<file path="src/rtl/pwm_peripheral.sv">
// 16-output PWM stage: each output is forced low, static high, or driven by one
// shared 8-bit PWM waveform whose duty is latched only at period boundaries.
module pwm_peripheral #(
    parameter int PRESCALE = 13
) (
    input  logic        clk,
    input  logic        rst_n,
    input  logic [7:0]  en_reg_out_7_0,
    input  logic [7:0]  en_reg_out_15_8,
    input  logic [7:0]  en_reg_pwm_7_0,
    input  logic [7:0]  en_reg_pwm_15_8,
    input  logic [7:0]  pwm_duty_cycle,
    output logic [15:0] out,
    output logic        pwm_wrap
);

    localparam int            PW       = (PRESCALE > 1) ? $clog2(PRESCALE) : 1;
    localparam logic [PW-1:0] PRE_LAST = PW'(PRESCALE - 1);

    logic [PW-1:0] r_pre_cnt;
    logic [7:0]    r_pwm_cnt;
    logic [7:0]    r_duty_shadow;
    logic [15:0]   r_out;
    logic          r_pwm_wrap;

    logic          w_tick;
    logic          w_boundary;
    logic          w_pwm_sig;
    logic [15:0]   w_en_out;
    logic [15:0]   w_en_pwm;
    logic [15:0]   w_out_next;

    assign w_en_out   = {en_reg_out_15_8, en_reg_out_7_0};
    assign w_en_pwm   = {en_reg_pwm_15_8, en_reg_pwm_7_0};

    assign w_tick     = (r_pre_cnt == PRE_LAST);
    assign w_boundary = w_tick && (r_pwm_cnt == 8'hFF);

    // 0xFF is a true 100 % (never low), not 255/256.
    assign w_pwm_sig  = (r_duty_shadow == 8'hFF) || (r_pwm_cnt < r_duty_shadow);

    // Disabled bits are low; enabled non-PWM bits are static high.
    assign w_out_next = w_en_out & (~w_en_pwm | {16{w_pwm_sig}});

    always_ff @(posedge clk or negedge rst_n) begin
        if (!rst_n) begin
            r_pre_cnt <= '0;
        end else if (w_tick) begin
            r_pre_cnt <= '0;
        end else begin
            r_pre_cnt <= r_pre_cnt + 1'b1;
        end
    end

    always_ff @(posedge clk or negedge rst_n) begin
        if (!rst_n) begin
            r_pwm_cnt <= 8'h00;
        end else if (w_tick) begin
            r_pwm_cnt <= r_pwm_cnt + 8'd1;
        end
    end

    // The shadow changes on the same edge the counter returns to 0, so a
    // period always runs with a single duty value.
    always_ff @(posedge clk or negedge rst_n) begin
        if (!rst_n) begin
            r_duty_shadow <= 8'h00;
        end else if (w_boundary) begin
            r_duty_shadow <= pwm_duty_cycle;
        end
    end

    always_ff @(posedge clk or negedge rst_n) begin
        if (!rst_n) begin
            r_pwm_wrap <= 1'b0;
            r_out      <= 16'h0000;
        end else begin
            r_pwm_wrap <= w_boundary;
            r_out      <= w_out_next;
        end
    end

    assign out      = r_out;
    assign pwm_wrap = r_pwm_wrap;

endmodule
</file>
<file path="config.mk">
export PLATFORM = sky130hd
export DESIGN_NAME = pwm_peripheral
export DESIGN_NICKNAME = d
export VERILOG_FILES = /design/src/rtl/pwm_peripheral.sv
export SDC_FILE = /design/constraint.sdc
export NUM_CORES = 1
export LEC_CHECK = 0
export ABC_AREA = 1
export ABC_CLOCK_PERIOD_IN_PS = 1900
export BUFFER_PORTS_ARGS = -buffer_cell sky130_fd_sc_hd__buf_2
export CAP_MARGIN = 0
export CORE_MARGIN = 1
export CORE_UTILIZATION = 49
export CTS_BUF_LIST = sky130_fd_sc_hd__clkbuf_16
export DETAILED_ROUTE_END_ITERATION = 8
export PLACE_DENSITY = 0.78
export SLEW_MARGIN = 25
export SYNTH_ARGS = -nofsm -noshare
export SYNTH_HDL_FRONTEND = slang
export SYNTH_SLANG_ARGS = --single-unit
</file>
<file path="constraint.sdc">
create_clock -name clk -period 1.9 [get_ports clk]
set_input_delay 0.38 -clock clk [delete_from_list [all_inputs] [get_ports clk]]
set_output_delay 0.38 -clock clk [all_outputs]
set_load 0.02 [all_outputs]
</file>
[Yosys cells after proc, flatten, opt, wreduce, memory -nomap -nowiden]
Index checks and enable logic that the tools add are counted.
Storage, ports and cells
  output and inout bits: 17
  word-level logic and storage cells: 17
  register bits: 37
  memory bits (read-only): 0
  memories: 0
  bits of input ports: 42
  latch bits: 0
  bits in writable memories: 0
Operators by class
  muxes and demuxes: 1
  shift operators: 0
  divide/modulo/power cells: 0
  add/sub/neg operators: 2
  equality and inequality tests: 3
  $lt $le $gt $ge: 1
  multipliers: 0
  bitwise logic cells: 3
  reduce and logical (&&, ||, !) cells: 2
Operators by type and width (count)
  AND 16 bit: 1
  == test 8 bit (second input constant): 2
  inverter 16 bit: 1
  OR 16 bit: 1
  adder 8 x 1 -> 8 bit (second input constant): 1
  less-than comparator 8 bit: 1
  adder 4 x 1 -> 4 bit (second input constant): 1
  == test 4 bit (second input constant): 1
  two-way mux 4 bit: 1
  logical AND 1 bit: 1
  logical OR 1 bit: 1

[Longest topological paths before layout]
  word-level depth: 4
  gate-level depth with buffers: 12
  gate-level depth less buffers: 11

[Worst setup path after synthesis]
No wires, ideal clock.
  path type: register to register
  start point: reg r_pwm_cnt[5]
  end point: reg r_out[10], in the netlist out[10]
  data arrival time: 1.483 ns
  slack: 0.355 ns
  required time: 1.837 ns
  cell stages (with the launch flop): 10
  buffers on the path: 1
  cells stage by stage: dfrtp_1 -> ha_1 -> a21oi_1 -> nor2_1 -> nor3_1 -> nand2_1 -> buf_2 -> nand3_1 -> nand2_1 -> inv_1
On the way
  longest elaborated chain between the ends: 4
Ends and longest elaborated chain
  start, declared: line 21  | logic [7:0] r_pwm_cnt;
  start signal, assigned: line 59  | r_pwm_cnt <= r_pwm_cnt + 8'd1;
  less-than comparator 8 bit: line 40  | assign w_pwm_sig = (r_duty_shadow == 8'hFF) || (r_pwm_cnt < r_duty_shadow);
  logical OR 1 bit: line 40
  OR 16 bit: line 43  | assign w_out_next = w_en_out & (~w_en_pwm | {16{w_pwm_sig}});
  AND 16 bit: line 43
  net w_out_next[10]: line 31  | logic [15:0] w_out_next;
  end signal, assigned: line 79  | r_out <= w_out_next;
  end, declared: line 23  | logic [15:0] r_out;
The timed path passes the listed nets, and every way through them passes these cells.
A chain may end at the register's enable or synchronous reset.

[Final worst setup path]
  start point: reg r_pre_cnt[0]
  end point: reg r_duty_shadow[4]
On the way
  longest elaborated chain between the ends: 2
Ends and longest elaborated chain
  start, declared: line 20  | logic [PW-1:0] r_pre_cnt;
  start signal, assigned: line 51  | r_pre_cnt <= r_pre_cnt + 1'b1;
  == test 4 bit: line 36  | assign w_tick = (r_pre_cnt == PRE_LAST);
  logical AND 1 bit: line 37  | assign w_boundary = w_tick && (r_pwm_cnt == 8'hFF);
  end signal, assigned: line 69  | r_duty_shadow <= pwm_duty_cycle;
  end, declared: line 22  | logic [7:0] r_duty_shadow;
No other way between the ends.

==> summary.txt <==
Die
  – Die Wd: 61.1 µm
  – Num ports: 59
  – Die Area: 3740 µm²
  – FP Rows: 21
  – Initial Util: 51.3%
  – Core area: 3340 µm²
  – DIE HEIGHT: 61.1 µm

CTS
  – H-tree depth: 2
  – CTS tree: yes
  – CTS resizes: 0
  – Number of setup buffers added after CTS: 0
  – Reg clk slew, reported paths: around 0.050 ns
  – Max Root-Sink Buffers: 2
  – Hold_buf cts: 0
  – Sink Count: 37
  – Root buf cell: clkbuf_16
  – Number of CTS-inserted buffers: 5
  – Skew-Pair Late Insertion Delay: 0.27 ns

Critical path
  – CP bufs+invs: 2
  – Arr. time, crit path: 1.79 ns
  – CP Launch Type: flip-flop
  – CP max stage cell: dfrtp_1
  – Cell chain of the critical path: inv_1, ha_1, nand3_4, nor2_4, nand3_2, nor3_4, buf_12, o21ai_0
  – CP top delay family: simple AND/OR/NAND/NOR gates
  – Crit path required time: 2.05 ns
  – Crit Path Max Fanout: 13
  – Critical Path Max Stage Delay: roughly 0.37 ns
  – Critical path capture point type: flip-flop
  – Critical path class: flip-flop to flip-flop

Synth
  – Synth unique cells: 21
  – Post-Syn Area: 1710 µm²
  – Flops & latches, synth: 37
  – Post-synthesis sequential area ratio: 54.1%
  – Avg Cell Area, Syn: 9.21 µm²
  – Post-synth net total: between 200 and 250
  – Post-Syn Instances: between 150 and 200
  – Synth warnings: 0

Placed design
  – GP Congestion: 0.733
  – DP Area: 2080 µm²
  – Post-DP HPWL: ~2500 µm
  – I/O Buffers: 58

Job
  – Total of max-cap violations: 0

STA
  – Fmax achieved: 613 MHz
  – Fin crit period: roughly 1.6 ns
  – Worst clock skew: between 0.002 and 0.003 ns
  – Final slew viol count: 0
  – Max-slew headroom: 69.8%
  – Final count of hold timing violations: 0
  – Setup TNS: 0 ns
  – Worst slew pin tran: 0.452 ns
  – RSZ-0062 raised after global routing: false
  – Period utilization: a little under nine tenths
  – Final setup violation count: 0

GRT
  – Congestion Overflow GR: 0
  – Largest net degree at the start of global routing: 38
  – Vias in the first global route: between 1k and 1.5k
  – First-pass GRT wire length: 5320 µm
  – Total track usage: 20.6%
  – Initial antenna violation count: 0

Cells and area
  – Area delta synth->final: 31.3%
  – Nets: 304
  – Final Instance Area: 2250 µm²
  – Inserted Diodes: 0
  – Commonest non-fill, non-tap cell in the layout: buf_2
  – Most frequent cells in the layout: 58 x buf_2, 46 x nand2_1, 39 x inv_1
  – Layout cell share with drive strength beyond 1: between 30% and 40%

Drt
  – Via count: 1395
  – DRC: 0
  – Initial DRC Count: between 60 and 70
  – Routed Wire Length: 3330 µm
  – Wire per inst: 11.1 µm
  – TritonRoute pass-1 iters: 4
  – ANT nets after route: 0
  – Vias per inst: 4.67

Pwr
  – Total Power: ~1.8 mW
  – Pleak: 1.29 nW
  – PwrDens: 811 nW/µm²
  – Peak supply drop: 0.000570 V

Hold path
  – Worst min path class: input port to async pin

Outcome
  – Status: complete, no violations
-- per-stage QoR --
stage / instances / utilization (%) / hold slack, ns / worst slack (ns)
finish: 299 / 67.4 / 0.146 / 0.268
CTS: 299 / 67.4 / 0.154 / 0.261
detailed placement: 291 / 62.4 / 0.443 / 0.274
global placement: 291 / 62.4 / 0.446 / 0.315
global route: 299 / 67.4 / 0.177 / 0.0921
floorplan: 186 / - / 0.0844 / 0.355
-- kinds of logic after synthesis --
group | synth area share (%)
buffers and inverters | 9.79
DFF | 54.1
xor gates and xnor gates | 3.58
AOI/OAI and AO/OA | 4.02
adders and majority gates | 7.30
and+or+nand+nor | 21.3
-- registers in the layout, summed over array words and instances (netlist names) --
signal and cells:
r_duty_shadow 8, out 16, r_pwm_cnt 8, r_pre_cnt 4, pwm_wrap 1
-- final cells by class --
cell class	instances	area (µm²)
inverter	39	146
fill	262	1090
tap	46	57.6
sequential	37	926
clock buffer	5	125
clock inverter	3	41.3
multi-input combinational	107	619
timing repair buffer	62	333
-- worst paths after layout --
| kind | start | end | slack [ns] | cells past startpoint |
|---|---|---|---|---|
| min in group clk | en_reg_out_7_0[3] | out[3]$_DFF_PN0_ | 0.29 | 3 |
| setup reg to reg | r_pre_cnt[0]$_DFF_PN0_ | r_duty_shadow[4]$_DFFE_PN0P_ | 0.27 | 8 |
| setup / recovery | r_pre_cnt[0]$_DFF_PN0_ | r_duty_shadow[4]$_DFFE_PN0P_ | 0.27 | 8 |
| hold reg to reg | r_pre_cnt[3]$_DFF_PN0_ | r_pre_cnt[3]$_DFF_PN0_ | 0.52 | 1 |
| hold / removal | rst_n | r_duty_shadow[5]$_DFFE_PN0P_ | 0.15 | 2 |
| max in group asynchronous | rst_n | r_pwm_cnt[0]$_DFFE_PN0P_ | 1.44 | 2 |
-- cells in the mapped netlist (all sizes together) --
cell type | instances | area (µm²)
ha | 10 | 125
nand3 | 19 | 113
o21ai | 9 | 48.8
nand4 | 2 | 12.5
or2 | 1 | 6.26
inv | 39 | 146
xnor2 | 2 | 17.5
nand2 | 47 | 179
nor2 | 4 | 22.5
xor2 | 5 | 43.8
dfrtp | 37 | 926
a21oi | 4 | 20.0
buf | 3 | 21.3
nor3 | 4 | 31.3
-- metal layers --
metal,wire length (µm),vias to the layer above,GRT usage (%)
li1,-,704,-
met1,1370,645,24.3
met2,1730,41,34.0
met3,176,5,6.30
met4,57,0,10.7
met5,0,-,0
-- where the power goes --
part | total (mW) | switching, mW | internal (mW)
logic | 0.112 | 0.0639 | 0.0485
registers | 0.809 | 0.00363 | 0.806
clock network | 0.902 | 0.290 | 0.613
No activity file was read; power rests on OpenSTA's default activity.
